--- src/rtl/power_seq_pkg.sv ---
// Shared types and helpers for the power-load sequencer: FSM state encoding,
// LED state codes and the saturating level-step function.
package power_seq_pkg;

   typedef enum logic [2:0] {
      ST_IDLE      = 3'd0,
      ST_RAMP_UP   = 3'd1,
      ST_HOLD      = 3'd2,
      ST_RAMP_DOWN = 3'd3,
      ST_DONE      = 3'd4
   } pwr_seq_state_t;

   localparam logic [1:0] LED_IDLE      = 2'd0;
   localparam logic [1:0] LED_RAMP_UP   = 2'd1;
   localparam logic [1:0] LED_HOLD      = 2'd2;
   localparam logic [1:0] LED_RAMP_DOWN = 2'd3;

   // DONE is a one-cycle transient and shows as IDLE on the board LEDs.
   function automatic logic [1:0] led_code(input pwr_seq_state_t s);
      case (s)
         ST_RAMP_UP:   return LED_RAMP_UP;
         ST_HOLD:      return LED_HOLD;
         ST_RAMP_DOWN: return LED_RAMP_DOWN;
         default:      return LED_IDLE;
      endcase
   endfunction

   // Wide arithmetic so level+step can never wrap before the clamp.
   function automatic int unsigned lvl_next(input int unsigned lvl,
                                            input int unsigned step,
                                            input int unsigned tgt,
                                            input logic        up);
      int unsigned sum;
      sum = lvl + step;
      if (up) return (sum > tgt) ? tgt : sum;
      return (step >= lvl) ? 32'd0 : lvl - step;
   endfunction

endpackage

--- src/rtl/pwr_therm_enc.sv ---
// Combinational level-to-thermometer encoder: bit i is set when i < level.
module pwr_therm_enc #(
   parameter int NUM_GROUPS = 16,
   parameter int LVL_W      = $clog2(NUM_GROUPS + 1)
) (
   input  logic [LVL_W-1:0]      i_level,
   output logic [NUM_GROUPS-1:0] o_mask
);

   always_comb begin
      o_mask = '0;
      for (int i = 0; i < NUM_GROUPS; i++) begin
         o_mask[i] = (i < int'(i_level));
      end
   end

endmodule

--- src/rtl/power_load_sequencer.sv ---
// Ramps a thermometer-coded consumer enable mask up to a target, holds, and
// ramps back down. Optional square-wave mode is built only with PWR_SEQ_PULSE_EN.
module power_load_sequencer
   import power_seq_pkg::*;
#(
   parameter int NUM_GROUPS = 16,
   parameter int DWELL_W    = 32,
   parameter int LVL_W      = $clog2(NUM_GROUPS + 1)
) (
   input  logic                  clk_in,
   input  logic                  rst_n,
   input  logic                  start,
   input  logic                  abort,
   input  logic [LVL_W-1:0]      cfg_target,
   input  logic [LVL_W-1:0]      cfg_step,
   input  logic [DWELL_W-1:0]    cfg_dwell,
   input  logic [DWELL_W-1:0]    cfg_hold,
   input  logic [7:0]            cfg_reps,
   input  logic                  cfg_pulse,
   output logic [NUM_GROUPS-1:0] grp_en,
   output logic [LVL_W-1:0]      level,
   output logic                  busy,
   output logic                  done,
   output logic [3:0]            status_led
);

   localparam logic [LVL_W-1:0]   MAX_LVL = LVL_W'(NUM_GROUPS);
   localparam logic [DWELL_W-1:0] ONE_CNT = DWELL_W'(1);

   pwr_seq_state_t        r_state;
   pwr_seq_state_t        w_state_nxt;
   logic [LVL_W-1:0]      r_level,  w_level_nxt;
   logic [NUM_GROUPS-1:0] r_grp_en, w_mask_nxt;
   logic [DWELL_W-1:0]    r_cnt,    w_cnt_nxt;
   logic [7:0]            r_reps,   w_reps_nxt;
   logic [LVL_W-1:0]      r_target, r_step;
   logic [DWELL_W-1:0]    r_dwell,  r_hold;
   logic                  r_done_seen;
   logic                  w_capture;

   logic [LVL_W-1:0]      w_cap_target, w_cap_step, w_cap_step_eff;
   logic [DWELL_W-1:0]    w_cap_dwell, w_cap_hold;
   logic [7:0]            w_cap_reps;
   logic [LVL_W-1:0]      w_lvl_first, w_lvl_up, w_lvl_dn;

   assign w_cap_target = (cfg_target > MAX_LVL) ? MAX_LVL : cfg_target;
   assign w_cap_step   = (cfg_step == '0) ? LVL_W'(1) : cfg_step;
   assign w_cap_dwell  = (cfg_dwell == '0) ? ONE_CNT : cfg_dwell;
   assign w_cap_hold   = (cfg_hold == '0) ? ONE_CNT : cfg_hold;
   assign w_cap_reps   = (cfg_reps == 8'd0) ? 8'd1 : cfg_reps;

`ifdef PWR_SEQ_PULSE_EN
   // A full-width step turns every run into a 0 -> target -> 0 square wave.
   assign w_cap_step_eff = cfg_pulse ? MAX_LVL : w_cap_step;
`else
   logic w_unused_pulse;
   assign w_unused_pulse = cfg_pulse;
   assign w_cap_step_eff = w_cap_step;
`endif

   assign w_lvl_first = LVL_W'(lvl_next(32'd0, 32'(w_cap_step_eff), 32'(w_cap_target), 1'b1));
   assign w_lvl_up    = LVL_W'(lvl_next(32'(r_level), 32'(r_step), 32'(r_target), 1'b1));
   assign w_lvl_dn    = LVL_W'(lvl_next(32'(r_level), 32'(r_step), 32'(r_target), 1'b0));

   // NOTE: sequential state uses non-blocking assignments so every register
   // samples pre-edge values regardless of process ordering.
   always_ff @(posedge clk_in) begin
      if (!rst_n) r_state <= ST_IDLE;
      else        r_state <= w_state_nxt;
   end

   // NOTE: every comb output gets a default first so no path infers a latch.
   always_comb begin
      logic do_down;
      w_state_nxt = r_state;
      w_level_nxt = r_level;
      w_cnt_nxt   = r_cnt;
      w_reps_nxt  = r_reps;
      w_capture   = 1'b0;
      do_down     = 1'b0;
      case (r_state)
         ST_IDLE: begin
            if (start) begin
               w_capture   = 1'b1;
               w_reps_nxt  = w_cap_reps;
               w_level_nxt = w_lvl_first;
               if (w_cap_target == '0) begin
                  w_state_nxt = ST_DONE;
               end else if (w_lvl_first == w_cap_target) begin
                  w_state_nxt = ST_HOLD;
                  w_cnt_nxt   = w_cap_hold - ONE_CNT;
               end else begin
                  w_state_nxt = ST_RAMP_UP;
                  w_cnt_nxt   = w_cap_dwell - ONE_CNT;
               end
            end
         end
         ST_RAMP_UP: begin
            if (abort) begin
               w_reps_nxt  = '0;
               w_cnt_nxt   = '0;
               w_state_nxt = ST_RAMP_DOWN;
            end else if (r_cnt != '0) begin
               w_cnt_nxt = r_cnt - ONE_CNT;
            end else begin
               w_level_nxt = w_lvl_up;
               if (w_lvl_up == r_target) begin
                  w_state_nxt = ST_HOLD;
                  w_cnt_nxt   = r_hold - ONE_CNT;
               end else begin
                  w_cnt_nxt = r_dwell - ONE_CNT;
               end
            end
         end
         ST_HOLD: begin
            if (abort) begin
               w_reps_nxt  = '0;
               w_cnt_nxt   = '0;
               w_state_nxt = ST_RAMP_DOWN;
            end else if (r_cnt != '0) begin
               w_cnt_nxt = r_cnt - ONE_CNT;
            end else begin
               do_down = 1'b1;
            end
         end
         ST_RAMP_DOWN: begin
            if (abort) w_reps_nxt = '0;
            if (r_cnt != '0) w_cnt_nxt = r_cnt - ONE_CNT;
            else             do_down   = 1'b1;
         end
         ST_DONE:  w_state_nxt = ST_IDLE;
         default:  w_state_nxt = ST_IDLE;
      endcase

      // The step that lands on zero closes one repetition.
      if (do_down) begin
         w_level_nxt = w_lvl_dn;
         w_cnt_nxt   = r_dwell - ONE_CNT;
         if (w_lvl_dn != '0) begin
            w_state_nxt = ST_RAMP_DOWN;
         end else if (r_reps > 8'd1 && !abort) begin
            w_reps_nxt  = r_reps - 8'd1;
            w_state_nxt = ST_RAMP_UP;
         end else begin
            w_reps_nxt  = '0;
            w_state_nxt = ST_DONE;
         end
      end
   end

   pwr_therm_enc #(
      .NUM_GROUPS (NUM_GROUPS),
      .LVL_W      (LVL_W)
   ) u_therm (
      .i_level (w_level_nxt),
      .o_mask  (w_mask_nxt)
   );

   always_ff @(posedge clk_in) begin
      if (!rst_n) begin
         r_level     <= '0;
         r_grp_en    <= '0;
         r_cnt       <= '0;
         r_reps      <= '0;
         r_target    <= '0;
         r_step      <= '0;
         r_dwell     <= '0;
         r_hold      <= '0;
         r_done_seen <= 1'b0;
      end else begin
         r_level  <= w_level_nxt;
         r_grp_en <= w_mask_nxt;
         r_cnt    <= w_cnt_nxt;
         r_reps   <= w_reps_nxt;
         if (w_capture) begin
            r_target <= w_cap_target;
            r_step   <= w_cap_step_eff;
            r_dwell  <= w_cap_dwell;
            r_hold   <= w_cap_hold;
         end
         if (w_capture)               r_done_seen <= 1'b0;
         else if (r_state == ST_DONE) r_done_seen <= 1'b1;
      end
   end

   always_comb begin
      busy       = (r_state != ST_IDLE);
      done       = (r_state == ST_DONE);
      status_led = {busy, r_done_seen, led_code(r_state)};
   end

   assign level  = r_level;
   assign grp_en = r_grp_en;

endmodule

--- config.mk ---
export PLATFORM = sky130hd
export DESIGN_NAME = power_load_sequencer
export DESIGN_NICKNAME = d
export VERILOG_FILES = /design/src/rtl/power_seq_pkg.sv /design/src/rtl/pwr_therm_enc.sv /design/src/rtl/power_load_sequencer.sv
export SDC_FILE = /design/constraint.sdc
export NUM_CORES = 1
export LEC_CHECK = 0
export ABC_AREA = 1
export BUFFER_PORTS_ARGS = -buffer_cell sky130_fd_sc_hd__buf_2
export CAP_MARGIN = 10
export CORE_MARGIN = 1
export CORE_UTILIZATION = 35
export CTS_CLUSTER_SIZE = 28
export DETAILED_ROUTE_END_ITERATION = 10
export GPL_TIMING_DRIVEN = 1
export MAX_ROUTING_LAYER = met4
export PLACE_DENSITY_LB_ADDON = 0.08
export SYNTH_ARGS = -nofsm -noshare
export SYNTH_HDL_FRONTEND = slang
export SYNTH_SLANG_ARGS = --single-unit
--- constraint.sdc ---
create_clock -name clk_in -period 6 [get_ports clk_in]
set_input_delay 1.8 -clock clk_in [delete_from_list [all_inputs] [get_ports clk_in]]
set_output_delay 1.8 -clock clk_in [all_outputs]
set_load 0.02 [all_outputs]
; Word-level counts from Yosys, hierarchy flattened
; Index checks and enable logic that the tools add are counted.
; Widths: inputs -> output; s select.
[totals]
reg_bits = 139
latch_bits = 0
ram_bits = 0
romBits = 0
inputBits = 87
output_inout_bits = 27
word_cells = 114
n_memories = 0
[op_classes]
add_sub_neg = 8
n_mul = 0
n_div = 0
order_cmp = 21
eq_ne = 12
shift = 0
n_mux = 46
n_bitwise = 1
n_reduce_logical = 16
[ops]
columns = op, count
row1 = $mux 32, 11
row2 = $sub 32x1->32 const B, 5
row3 = $pmux 32 s4, 1
row4 = $logic_not 32->1, 2
row5 = $mux 8, 6
row6 = $mux 5, 9
row7 = $lt 4x5->1 const A, 8
row8 = $reduce_bool 32->1, 1
row9 = $mux 3, 9
row10 = $lt 3x5->1 const A, 4
row11 = $pmux 8 s2, 1
row12 = $pmux 3 s4, 1
row13 = $eq 5x5->1, 2
row14 = $logic_not 5->1, 2
row15 = $lt 1x5->1 const A, 2
row16 = $lt 2x5->1 const A, 2
row17 = $pmux 5 s2, 1
row18 = $reduce_bool 5->1, 2
row19 = $ne 3x3->1 const B, 3
row20 = $gt 8x1->1 const B, 1
row21 = $logic_not 8->1, 1
row22 = $ne 4x4->1 const B, 2
row23 = $sub 8x1->8 const B, 1
row24 = $add 5x5->6, 1
row25 = other kinds (22), 26

; Logic depth before layout (Yosys ltp)
[logic_depth]
ltp_word = 10
mapped_depth = 30
ltp_nobuf = 28

; Hierarchy
; Synthesis repeated with hierarchy kept, for this count alone.
[unflattened]
hier_cells = 1876
area_unflattened_um2 = 11537.3
[by_module_without_submodules]
columns = mod, instances, cells_per_inst, area_per_inst_um2, seq_area_each_um2
row1 = power_load_sequencer, 1, 1839, 11375.9, 2782.7
row2 = pwr_therm_enc, 1, 37, 161.4, 0.0

; Worst setup path after synthesis
; No wires, ideal clock.
[synth_timing]
kind = in2reg
from = input cfg_target[4]
to = register r_cnt[10]
setup_time_ns = 0.070
t_arrival_ns = 4.750
required_ns = 5.930
path_slack_ns = 1.179
stages = 26
n_path_buf = 3
cell_sequence = buf_2 > nor2_1 > inv_1 > ha_1 > nand2_1 > nor2_2 > nand2_1 > nand3_2 > nand2_2 > buf_6 > nand3_2 > nand2_4 > nor2_8 > nand3_4 > buf_6 > o21ai_2 > inv_1 > ha_1 > nand2_2 > nor2_4 > nand2_4 > nor2_2 > or2_0 > nand3_1 > nand3_1 > a21oi_1
[synth_between]
elab_chain_len = 10
word_cells_on_any_way = 13
classes_between = order compare: 2 / eq/ne: 2 / mux: 7 / reduce/logical: 2
[synth_lines]
columns = element, line_no
row1 = "start, declared", power_load_sequencer.sv:14  ; input logic [LVL_W-1:0] cfg_target,
row2 = $gt 5x5->1, power_load_sequencer.sv:46  ; assign w_cap_target = (cfg_target > MAX_LVL) ? MAX_LVL : cfg_target;
row3 = $mux 5 *, power_load_sequencer.sv:46
row4 = $gt 5x5->1, power_seq_pkg.sv:35  ; if (up) return (sum > tgt) ? tgt : sum;
row5 = $mux 5, power_seq_pkg.sv:35
row6 = $eq 5x5->1, power_load_sequencer.sv:89  ; end else if (w_lvl_first == w_cap_target) begin
row7 = $mux 32, power_load_sequencer.sv:89
row8 = $mux 32, power_load_sequencer.sv:87  ; if (w_cap_target == '0) begin
row9 = $mux 32, power_load_sequencer.sv:83  ; if (start) begin
row10 = $pmux 32 s4, power_load_sequencer.sv:81  ; case (r_state)
row11 = $mux 32, power_load_sequencer.sv:136  ; if (do_down) begin
row12 = "end signal, assigned", power_load_sequencer.sv:173  ; r_cnt <= w_cnt_nxt;
row13 = "end, declared", power_load_sequencer.sv:34  ; logic [DWELL_W-1:0] r_cnt, w_cnt_nxt;
; Mark *: on every way between the ends. The rest lies on a longest branch, timed or not. The select of a mux whose other input is x is not followed.
; A chain may end at the register's enable or synchronous reset.

; Worst setup path in the final report
[layout_timing]
from = input cfg_target[0]
to = register r_cnt[12]
; Same word-level chain as after synthesis.

==> results_dict.tcl <==
set metrics [dict create \
    status "finished clean" \
    vias 12236 \
    arrival_ns 5.46 \
    synth_edf_count 0 \
    final_common_cell "nand2_1" \
    die_width_microns 184 \
    cts_root_buf "clkbuf_16" \
    synth_cell_types 53 \
    seqPwrFrac 0.217 \
    ys_warn_count 0 \
    async_flop_share 0 \
    wl_per_cell_microns 17.4 \
    ant_nets 0 \
    die-area_sq_um 33700 \
    drv_cap 0 \
    most-common-layout-cells "nand2_1, inv_1, nor2_1" \
    nets 2079 \
    dpl.cell_count 2387 \
    netlist_instances 1879 \
    grt_pass1_wl_microns 64700 \
    fin_total_pwr_mw 6.57 \
    cts_tree "yes" \
    hpwl_microns 33700 \
    muxShareOfSynthArea 0 \
    slew_headroom 0.280 \
    synth_top_family_by_area "simple AND/OR/NAND/NOR gates" \
    synth-compound-area-share 0.154 \
    max-clock-path-buffers 2 \
    final_cells 2419 \
    slew_violations 0 \
    drive_above_1_share 0.143 \
    cts_setup_buffers 0 \
    min_period_over_period 0.858 \
    cp-startpoint "cfg_target[0]" \
    numCtsBuffers 17 \
    crit_type "in2reg" \
    clk_pin_slew_ns 0.07 \
    r2r_slack_ns 1.31 \
    clock_skew_ns 0.0159 \
    min_period_ns 5.15 \
    drt_iter0_drc 1014 \
    rsz0062_at_grt "false" \
    avgSynthCellArea_sq_um 6.14 \
    synth_area_sq_um 11500 \
    yosys.area_share.simple 0.397 \
    r2r_start "level[1]" \
    post_cts_resized 0 \
    antenna_found_initial 0 \
    critPathMaxFanout 20 \
    place_congestion 0.977 \
    startpoint_type "input pin" \
    portBuffers 112 \
    setup_viol 0 \
    yosys.area_share.adder 0.0317 \
    grt_usage 0.261 \
    diodes 0 \
    die_y_microns 184 \
    min_path_type "reg2reg" \
    p_sw_mw 3.58 \
    drt_wl_total_microns 42200 \
    postCtsHoldBufs 0 \
    pwr-share-clk 0.160 \
    io_pins 114 \
    drt-met1-wl_microns 22200 \
    p_leak_nw 6.23 \
    finalHoldViolCount 0 \
    grt_pass1_vias 11022 \
    yosysSeqAreaShare 0.239 \
    ff_latch_area_sq_um 2760 \
    top_layer_used "met4" \
    ir_drop_mv 0.217 \
    drt_pass1_iterations 5 \
    p_int_mw 2.98 \
    initial_core_util 0.355 \
    final_util 0.402 \
    end_kind "flop" \
    max_freq_mhz 194 \
    h-tree-depth 4 \
    synth_xor_area_frac 0.0653 \
    tns_ns 0 \
    hp-start "r_done_seen" \
    grt_max_degree 59 \
    synth-main-ff-cell "dfxtp_1" \
    fin_area_sq_um 13100 \
    p_per_area_nw_per_um2 503 \
    p_comb_frac 0.623 \
    dr_wl_met2_microns 16900 \
    syn_nets 1994 \
    core_area_sq_um 32500 \
    yosys_register_bits 138 \
    vias_per_cell 5.06 \
    areaGrowthSynthToFinish_pct 13.2 \
    route.met3.wl_microns 2370 \
    clock_sink_count 138 \
    clkLatencyLatePin_ns 0.44 \
    num_rows 66 \
    worst_slew_pin_slew_ns 1.08 \
    worstPathRequired_ns 6.31 \
    placed_area_sq_um 12500 \
    grt_overflow 0 \
    multi_input_area_sq_um 7480 \
    drc 0 \
    swShare 0.546 \
    fill_cells 3575 \
]
[worst paths after layout]
path / depth (start not counted) / endpoint
max reg2reg: 25 / r_cnt[7]
min reg2reg: 2 / r_done_seen
max: 28 / r_cnt[12]
min: 2 / r_done_seen
[power by group through the flow]
stage / clock [mW] / combinational [mW] / sequential, mW
global route: 1.11 / 4.53 / 1.46
CTS: 1.07 / 4.02 / 1.42
global placement: 0 / 4.01 / 1.44
floorplan: 0 / 2.82 / 1.45
finish: 1.05 / 4.09 / 1.42
detailed placement: 0 / 4.00 / 1.44
[stage by stage]
stage,setup WS [ns],hold WS [ns]
floorplan,1.18,0.456
global placement,0.452,0.459
detailed placement,0.381,0.469
CTS,0.851,0.483
global route,0.428,0.519
finish,0.852,0.474
[synth_stat cells (9+ instances only)]
library cell,instances,area (sq um)
a21oi_1,96,480
buf_2,10,50.1
clkbuf_1,43,161
dfxtp_1,138,2760
ha_1,26,325
inv_1,239,897
inv_2,14,52.6
nand2_1,442,1660
nand2_2,19,119
nand3_1,164,821
nand3_2,14,140
nand3b_1,12,90.1
nand4_1,26,163
nor2_1,211,792
nor2_2,26,163
nor2_4,10,113
nor3_1,28,140
nor4_1,26,163
o211ai_1,9,67.6
o21ai_0,90,450
o21ai_1,23,115
o22ai_1,47,294
xnor2_1,9,78.8
xor2_1,77,674
[registers in the layout, indices dropped and copies added (netlist names)]
signal and cells:
grp_en 15, r_target 5, r_done_seen 1, r_reps 8
r_dwell 32, r_hold 32, r_cnt 32, level 5
r_state 3, r_step 5
[logic make-up (layout without fill, tap and decap cells)]
group | count (synthesis) | count (layout)
AOI/OAI and AO/OA | 303 | 303
xor gates and xnor gates | 86 | 86
adders and majority gates | 28 | 28
buffers and inverters | 325 | 423
DFF | 138 | 138
and+or+nand+nor | 999 | 999
[layout make-up]
cell class	instances	share of cell area
timing repair buffer	134	0.0556
multi-input combinational	1416	0.573
sequential	138	0.212
clock inverter	13	0.00882
tap	442	0.0424
clock buffer	19	0.0347
inverter	257	0.0739
[critical path: stages]
cell and delay [ns]:
buf_2 0.11, nor2_1 0.12, nand3_1 0.12, nand2_1 0.08, nand2_1 0.13, ha_1 0.32, nand2_1 0.06, nor2_2 0.10
nand2_1 0.07, nand3_2 0.06, nand2_2 0.25, nand3_1 0.22, nand2_4 0.08, nor2_8 0.12, nand3_4 0.16, nand2_1 0.12
o21ai_2 0.12, inv_1 0.11, ha_1 0.17, nand2_2 0.09, nor2_4 0.17, inv_1 0.08, nor2_1 0.30, nand3_1 0.13
nand3_1 0.12, nand3_1 0.09, nand2_1 0.10, a21oi_1 0.06
[metal layers]
metal	vias up	GRT usage
li1	6286	-
met1	5558	0.395
met2	356	0.355
met3	36	0.0365
met4	0	0.0620
met5	-	-
Note: power is estimated with default switching activity, not from simulation.
